--- src/rtl/score_tick_timer.sv ---
// Whack-a-mole game timer: synchronizes the slow score clock into single-cycle ticks,
// counts game seconds down in BCD and keeps a saturating BCD score.
module score_tick_timer #(
  parameter int GAME_SECONDS  = 60,
  parameter int TICKS_PER_SEC = 5
) (
  input  logic       clk,
  input  logic       reset,
  input  logic       slow_clk,
  input  logic       start,
  input  logic       hit,
  input  logic       miss,
  output logic       tick,
  output logic [7:0] time_bcd,
  output logic [7:0] score_bcd,
  output logic       running,
  output logic       game_over
);

  localparam logic [7:0] TIME_INIT  = {4'(GAME_SECONDS / 10), 4'(GAME_SECONDS % 10)};
  localparam logic [7:0] PRESC_LAST = 8'(TICKS_PER_SEC - 1);

  typedef enum logic [1:0] {IDLE, RUN, OVER} state_t;

  state_t     state, state_n;
  logic [7:0] time_n, score_n;
  logic [7:0] presc, presc_n;
  logic       sync1, sync2, sync3, edge_det, rst_hold;

  function automatic logic [7:0] bcd_inc(input logic [7:0] v);
    if (v == 8'h99)        return v;
    if (v[3:0] == 4'd9)    return {v[7:4] + 4'd1, 4'd0};
    return {v[7:4], v[3:0] + 4'd1};
  endfunction

  function automatic logic [7:0] bcd_dec(input logic [7:0] v);
    if (v == 8'h00)        return v;
    if (v[3:0] == 4'd0)    return {v[7:4] - 4'd1, 4'd9};
    return {v[7:4], v[3:0] - 4'd1};
  endfunction

  // rst_hold masks start for the first edge after reset release.
  always_ff @(posedge clk or posedge reset) begin
    if (reset) begin
      sync1    <= 1'b0;
      sync2    <= 1'b0;
      sync3    <= 1'b0;
      edge_det <= 1'b0;
      tick     <= 1'b0;
      rst_hold <= 1'b1;
    end else begin
      sync1    <= slow_clk;
      sync2    <= sync1;
      sync3    <= sync2;
      edge_det <= sync2 & ~sync3;
      tick     <= edge_det;
      rst_hold <= 1'b0;
    end
  end

  // The FSM consumes edge_det so time changes on the same edge that raises tick.
  always_comb begin
    state_n = state;
    time_n  = time_bcd;
    score_n = score_bcd;
    presc_n = presc;
    case (state)
      IDLE: begin
        time_n  = TIME_INIT;
        score_n = 8'h00;
        presc_n = 8'd0;
        if (start && !rst_hold) state_n = RUN;
      end
      RUN: begin
        if (hit && !miss)      score_n = bcd_inc(score_bcd);
        else if (miss && !hit) score_n = bcd_dec(score_bcd);
        if (edge_det) begin
          if (presc == PRESC_LAST) begin
            presc_n = 8'd0;
            time_n  = bcd_dec(time_bcd);
            if (time_bcd == 8'h01) state_n = OVER;
          end else begin
            presc_n = presc + 8'd1;
          end
        end
      end
      OVER: begin
        time_n = 8'h00;
        if (start && !rst_hold) begin
          state_n = RUN;
          time_n  = TIME_INIT;
          score_n = 8'h00;
          presc_n = 8'd0;
        end
      end
      default: state_n = IDLE;
    endcase
  end

  always_ff @(posedge clk or posedge reset) begin
    if (reset) begin
      state     <= IDLE;
      time_bcd  <= TIME_INIT;
      score_bcd <= 8'h00;
      presc     <= 8'd0;
      running   <= 1'b0;
      game_over <= 1'b0;
    end else begin
      state     <= state_n;
      time_bcd  <= time_n;
      score_bcd <= score_n;
      presc     <= presc_n;
      running   <= (state_n == RUN);
      game_over <= (state_n == OVER);
    end
  end

endmodule

--- config.mk ---
export PLATFORM = sky130hd
export DESIGN_NAME = score_tick_timer
export DESIGN_NICKNAME = d
export VERILOG_FILES = /design/src/rtl/score_tick_timer.sv
export SDC_FILE = /design/constraint.sdc
export NUM_CORES = 1
export LEC_CHECK = 0
export ABC_AREA = 1
export CAP_MARGIN = 0
export CORE_MARGIN = 2
export CORE_UTILIZATION = 50
export CTS_BUF_LIST = sky130_fd_sc_hd__clkbuf_4
export DETAILED_ROUTE_END_ITERATION = 16
export GPL_TIMING_DRIVEN = 0
export PLACE_DENSITY = 0.69
export REMOVE_ABC_BUFFERS = 1
export SYNTH_ARGS = -nofsm -noshare
export SYNTH_HDL_FRONTEND = slang
export SYNTH_SLANG_ARGS = --single-unit
--- constraint.sdc ---
create_clock -name clk -period 1.9 [get_ports clk]
set_clock_uncertainty 0.2 [all_clocks]
set_input_delay 0.19 -clock clk [delete_from_list [all_inputs] [get_ports clk]]
set_output_delay 0.19 -clock clk [all_outputs]
set_load 0.02 [all_outputs]
# Word-level counts from Yosys, hierarchy flattened
# Cells that the tools add are included.
# Widths: inputs -> output; s select.
[word_totals]
reg_bits = 34
in_bits = 6
[classes]
addsub = 7
eq_ne = 15
mux = 53
n_bitwise = 2
reduce_logical = 18
[ops]
columns = ["operator", "count"]
rows = [
  ["$mux 8", 19],
  ["$pmux 8 s3", 3],
  ["$mux 1", 25],
  ["$logic_not 8->1", 2],
  ["$sub 4x1->4 const B", 4],
  ["$reduce_and 3->1", 3],
  ["$add 4x1->4 const B", 2],
  ["$add 8x1->8 const B", 1],
  ["$eq 8x1->1 const B", 1],
  ["$eq 8x3->1 const B", 1],
  ["$eq 8x8->1 const B", 1],
  ["$logic_not 4->1", 2],
  ["$mux 2", 4],
  ["$ne 4x4->1 const B", 2],
  ["$mux 7", 1],
  ["$ne 2x2->1 const B", 3],
  ["$ne 3x3->1 const B", 2],
  ["$reduce_and 5->1", 1],
  ["$eq 2x1->1 const B", 2],
  ["$eq 2x2->1 const B", 2],
  ["$eq 4x4->1 const B", 1],
  ["$pmux 2 s2", 1],
  ["$reduce_and 4->1", 1],
  ["$logic_and 1x1->1", 3],
  ["6 further kinds", 8],
]

# Depth between registers and ports, before layout
# Gate-level depths: netlist of the first run.
[depth]
word_depth = 14
depth_mapped = 11

# Worst setup path after synthesis of the first run
# Ideal clock, no wire load.
[synth_path]
path_type = "flip-flop to flip-flop"
startpoint = "register time_bcd[5]"
endpoint = "register time_bcd[7]"
arrival_ns = 1.373
slack_ns = 0.206
path_stages_with_launch = 9
period_less_slack_ns = 1.694
path_cell_list = "dfstp_2 inv_1 ha_1 nand2_1 nor2_2 nor2_4 nand3_2 nand2_1 o21ai_1"
[synth_between]
elab_chain_len = 9
word_cells_on_any_way = 14
cone_classes = "add/sub (1); eq/ne (1); mux (10); reduce/logical (2)"
[synth_lines]
columns = ["item", "line", "rtl"]
rows = [
  ["start: declaration", "14", "output logic [7:0] time_bcd,"],
  ["start signal: assignment", "110", "time_bcd <= time_n;"],
  ["$logic_not 8->1", "37", "if (v == 8'h00) return v;"],
  ["$mux 1", "37", ""],
  ["$mux 1", "78", "if (presc == PRESC_LAST) begin"],
  ["$mux 1", "77", "if (edge_det) begin"],
  ["$mux 1", "67", "case (state)"],
  ["$mux 8", "38", "if (v[3:0] == 4'd0) return {v[7:4] - 4'd1, 4'd9};"],
  ["$mux 8", "78", ""],
  ["$mux 8", "77", ""],
  ["$pmux 8 s3", "67", ""],
]
# Several ways; a longest one is shown, not always the timed one. The select of a mux whose other input is x is not followed.
# A chain may end at the register's enable or synchronous reset.

# Final worst setup path of the first run
[layout_path]
startpoint = "register score_bcd[1]"
endpoint = "output score_bcd[1]"
[layout_lines]
columns = ["item", "line", "rtl"]
rows = [
  ["start: declaration", "15", "output logic [7:0] score_bcd,"],
  ["start signal: assignment", "111", "score_bcd <= score_n;"],
]
# No word-level cell between the ends.

==> impl_metrics.ini, run 1 <==
[outcome]
run_status = finished clean

[die]
chipWidth_um = 71.9
std_cell_rows = 24
start_util = 0.525
die-area_um2 = 5160
die_y_um = 71.9
pin_count = 25
placeableCoreArea_um2 = 4380

[layout]
seq_area_um2 = 861
layout_commonest_cell = nand2_1
syn_to_final_growth_pct = 18.2
post-route-util = 0.620
drive_above_1_share = 0.156
mostFrequentLayoutCells = nand2_1 (95), inv_1 (40), nand3_1 (26), nor2_1 (26), dfrtp_1 (26)
final_cell_count_no_fill = 405
fillers = 415
multi_input_area_um2 = 1280
diodes = 0
final_nets = 373

[clock_network]
clk_latency_ns = 0.34
htree_num_levels = 2
cts_buffer_depth = 2
clk_pin_slew_ns = 0.11
cts-root-buf = clkbuf_4
cts_buffers = 5
cts_hold_buf = 0
clock-sinks = 34
cts_tree = done

[routing]
vias_per_cell = 5.00
dr.pass1.iters = 6
post_drt_wl_per_cell_um = 11.3
routed_wl_um = 4590
maxUsedRoutingLayer = met4
met3_length_um = 173
drc = 0
antenna_left = 0
wl_met1_um = 2100
drt_iter0_drc = 85
vias = 2027
wl_met2_um = 2220

[worst_setup_path]
slowest_delay_ns = 0.63
cp.arrival_ns = 1.45
slowest_stage = clkdlybuf4s50_1
path_delay_family = buffers and inverters
path_cells = clkdlybuf4s50_1
critPathMaxFanout = 8
crit_type = flip-flop to output pin
required_ns = 1.51
critPathCaptureType = output pin
crit_buf_inv = 1
startpoint_type = flip-flop

[synth]
synth.yosys.seq_area_share = 0.371
syn_area_um2 = 2300
muxShareOfSynthArea = 0
yosysTopAreaCell = dfrtp_1
ys_ff_latch = 34
synth_compound_area_frac = 0.0761
synth_top_family_by_area = simple AND/OR/NAND/NOR gates
synth_fa_ha_area_frac = 0.0815
avgSynthCellArea_um2 = 7.22
synth_area_leaders = dfrtp_1 (34%), nand2_1 (15%), ha_1 (8.2%), inv_1 (6.7%), nand3_1 (5.7%)
yosys_warnings = 0
postSynthCellCount = 319
synth_xor_area_frac = 0.0190
synthDistinctLibCells = 32
synth_simple_gate_area_frac = 0.365
synth_top_area_frac = 0.337

[sta]
drv_slew = 0
clock.fmax_ghz = 0.543
min_period_over_period = 0.969
worst_pin_slew_ns = 0.693
max_slew_margin = 0.537
period_needed_ns = 1.84
final_hold_viol_count = 0
setup_violations = 0

[power_and_ir_drop]
leakagePower_nw = 1.39
p_int_mw = 2.01
comb_power_share = 0.593
ir_drop_uv = 674
power.density_nw_per_um2 = 1430
share_seq_of_total_power = 0.305
p_clk_frac = 0.102
fin_total_pwr_mw = 3.90
p_sw_frac = 0.485
power_switching_mw = 1.89

[global_routing]
grtUsageTotal = 0.197
grt_antenna_before_repair = 0
grt_pass1_wl_um = 8080
overflow = 0
grt_max_degree = 35
grt_pass1_vias = 1862

[hold_path]
holdCritPathClass = input pin to async pin

[placed_design]
placed_cells = 391
numPortBuffers = 24
gp_routability_congestion = 0.813
dp_hpwl_um = 3360

[flow_run]
maxCapViolations = 0
-- registers in the layout, summed over array words and instances (netlist names), 2 cells and up --
signal / cells
state: 2
score_bcd: 8
time_bcd: 8
presc: 8
-- worst paths after layout --
| path | cells after the start | slack (ns) | startpoint | endpoint |
|---|---|---|---|---|
| min in group clk | 1 | 0.10 | slow_clk | sync1 |
| setup / recovery | 1 | 0.06 | score_bcd[1] | score_bcd[1] |
| max in group asynchronous | 2 | 0.94 | reset | score_bcd[4] |
| hold / removal | 2 | 0.05 | reset | score_bcd[1] |
| hold reg to reg | 0 | 0.15 | sync1 | sync2 |
| setup reg to reg | 8 | 0.11 | state[1] | presc[3] |
-- logic make-up after synthesis --
logic type	Yosys count
simple gates	183
other cells	1
buf+inv	49
flops	34
compound gates	32
fa+ha+maj	15
xor+xnor	5
-- final cells by class --
class / instances / area share
Inverter: 45 / 0.0630
Multi-Input combinational cell: 236 / 0.471
Clock inverter: 2 / 0.00322
Sequential cell: 34 / 0.316
Clock buffer: 6 / 0.0166
Tap cell: 52 / 0.0239
Timing Repair Buffer: 30 / 0.106
-- stage by stage --
step	setup TNS [ns]	area, µm²	hold slack [ns]	worst slack (ns)
after floorplan	0	2280	0.0214	0.0541
after global placement	-6.65	2580	0.139	-0.309
after detailed placement	-8.34	2580	0.142	-0.348
after CTS	0	2650	0.0927	0.00323
after global routing	-0.0199	2720	0.0882	-0.00930
final	0	2720	0.0530	0.0597
-- timing repair --
action / 4_1_cts / 5_1_grt
gates resized for setup: 9 / 7
endpoints found under the hold margin: 0 / 0
endpoints found under the setup margin: 34 / 25
setup buffers: 0 / 6
-- layer usage --
metal,GRT usage,up-vias
li1,-,1065
met1,0.245,915
met2,0.341,40
met3,0.0338,7
met4,0.0797,0
met5,0,-
-- cell usage after synthesis --
master	number
a21oi_1	9
xor2_1	4
xnor2_1	1
o21ai_1	5
or2_2	1
dfstp_2	3
nor3_1	1
nand3_2	4
o22ai_1	1
nand3b_1	1
inv_1	41
nand2_2	6
inv_2	2
conb_1	1
nand2_1	95
nor2_4	5
ha_1	15
dfrtp_1	31
o21ai_0	12
buf_2	2
nor3b_1	1
buf_4	2
nor2_2	8
o21bai_1	2
nand4_1	5
nand3_1	26
o211ai_1	1
a21oi_2	1
clkinv_1	1
a22oi_1	1
inv_4	1
nor2_1	30
-- power by group through the flow --
stage / Clock, mW / Combinational (mW) / Sequential (mW)
final: 0.399 / 2.31 / 1.19
after CTS: 0.417 / 2.21 / 1.19
after floorplan: 0 / 1.45 / 1.31
after global placement: 0 / 2.17 / 1.19
after detailed placement: 0 / 2.20 / 1.19
after global routing: 0.446 / 2.63 / 1.23
(Power assumes the default switching activity.)
==> inputs of run 2 (changes only) <==
Settings changed: CORE_MARGIN 2 to unset.
==> run 2 against run 1 <==
Largest power group unchanged. Combinational power is 3% higher. Hold slack better by 0.0088 ns. Register-to-register slack hardly changed. Cell count is 0.49% higher. Final area is 2.3% higher. Sequential share of layout area is 0.71 points lower.
==> impl_metrics.ini, run 2 (same netlist as run 1, synthesis figures left out) <==
[die]
die_y_um = 69.9
std_cell_rows = 24
start_util = 0.525
pin_count = 25
die-area_um2 = 4880
chipWidth_um = 69.9
placeableCoreArea_um2 = 4380

[power_and_ir_drop]
ir_drop_uv = 742
power_switching_mw = 1.91
power.density_nw_per_um2 = 1480
p_sw_frac = 0.465
p_int_mw = 2.20
comb_power_share = 0.580
leakagePower_nw = 1.38
p_clk_frac = 0.132
share_seq_of_total_power = 0.288

[layout]
drive_above_1_share = 0.175
final_nets = 375
layout_commonest_cell = nand2_1
mostFrequentLayoutCells = nand2_1 (93), inv_1 (39), nand3_1 (26), nor2_1 (26), dfrtp_1 (26)
syn_to_final_growth_pct = 20.9
diodes = 0
largest_registers = presc (8), score_bcd (8), time_bcd (8)
post-route-util = 0.635
fillers = 403
final_cell_count_no_fill = 407

[clock_network]
cts_tree = done
cts_hold_buf = 0
clock-sinks = 34
clk_pin_slew_ns = 0.12
clk_latency_ns = 0.34
cts_buffers = 5
cts_buffer_depth = 2
htree_num_levels = 2
cts-root-buf = clkbuf_4

[sta]
period_needed_ns = 1.84
rsz0062_at_grt = no
max_slew_margin = 0.530
clock.fmax_ghz = 0.544
min_period_over_period = 0.967
drv_slew = 0
final_hold_viol_count = 0
setup_violations = 0
worst_pin_slew_ns = 0.704
worst_hold_slack_ns = 0.0618

[routing]
dr.pass1.iters = 4
drt_iter0_drc = 102
vias = 2003
vias_per_cell = 4.92
post_drt_wl_per_cell_um = 11.1
routed_wl_um = 4500
drc = 0
antenna_left = 0

[hold_path]
holdCritPathClass = input pin to async pin

[global_routing]
grt_pass1_vias = 1864
grt_max_degree = 35
overflow = 0
grt_pass1_wl_um = 7970
grt_antenna_before_repair = 0
grtUsageTotal = 0.203

[placed_design]
numPortBuffers = 24
gp_routability_congestion = 0.806
placed_cells = 391
dp_hpwl_um = 3180

[outcome]
run_status = finished clean

[worst_setup_path]
critPathCaptureType = output pin
crit_type = flip-flop to output pin
path_cells = clkdlybuf4s50_1
crit_buf_inv = 1
required_ns = 1.51
cp.arrival_ns = 1.45
critPathMaxFanout = 8
slowest_stage = clkdlybuf4s50_1
slowest_delay_ns = 0.63
startpoint_type = flip-flop
path_delay_family = buffers and inverters

[flow_run]
maxCapViolations = 0
run 2: cell count changes in the layout (fill, tap and decap cells not counted), moves of 2 or more:
cell	delta
nor2_2	-2
nand2_2	+2
buf_4	+2
nand2_1	-2
clkdlybuf4s50_1	+2
nor2_4	+2
run 2: final cells by class:
class	instances	area (µm²)	share of cell area
Timing Repair Buffer	32	302	0.108
Multi-Input combinational cell	236	1300	0.468
Sequential cell	34	861	0.309
Clock buffer	7	52.6	0.0189
Clock inverter	1	30.0	0.0108
Inverter	45	171	0.0616
Tap cell	52	65.1	0.0234
run 2: worst paths after layout:
path | from | end | slack, ns | cells past startpoint
worst min-delay path | reset | score_bcd[2] | 0.06 | 2
worst min register to register | sync1 | sync2 | 0.16 | 0
worst max-delay path | score_bcd[1] | score_bcd[1] | 0.06 | 1
worst max register to register | state[1] | time_bcd[7] | 0.10 | 8
max in group asynchronous | reset | score_bcd[6] | 0.93 | 2
min in group clk | slow_clk | sync1 | 0.09 | 1
run 2: power groups by stage:
stage	Sequential, mW	Clock (mW)	Combinational [mW]
floorplan	1.31	0	1.45
global placement	1.18	0	2.17
detailed placement	1.19	0	2.20
CTS	1.19	0.564	2.28
finish	1.19	0.543	2.39
global route	1.23	0.590	2.69
run 2: repair_timing:
item | CTS | global route
resized for setup | 7 | 13
endpoints found under the hold margin | 0 | 0
pin swaps | 0 | 2
setup buffers | 3 | 5
endpoints found under the setup margin | 32 | 21
run 2: through the flow:
stage	area, µm²	setup slack (ns)	setup TNS [ns]	power (mW)
after detailed placement	2580	-0.367	-10.90	3.39
after global placement	2580	-0.315	-7.32	3.36
after floorplan	2280	0.0541	0	2.76
after CTS	2710	0.0104	0	4.03
after global routing	2780	0.000551	0	4.51
final	2780	0.0623	0	4.11
run 2: per-layer routing:
| metal | routed length (µm) | track usage | part of all wire | vias to the layer above |
|---|---|---|---|---|
| met3 | 146 | 0.0462 | 0.032 | 7 |
| met1 | 2150 | 0.248 | 0.48 | 894 |
| met2 | 2140 | 0.358 | 0.47 | 30 |
| met5 | 0 | 0 | 0 | - |
| met4 | 70 | 0.0600 | 0.016 | 0 |
| li1 | - | - | - | 1072 |
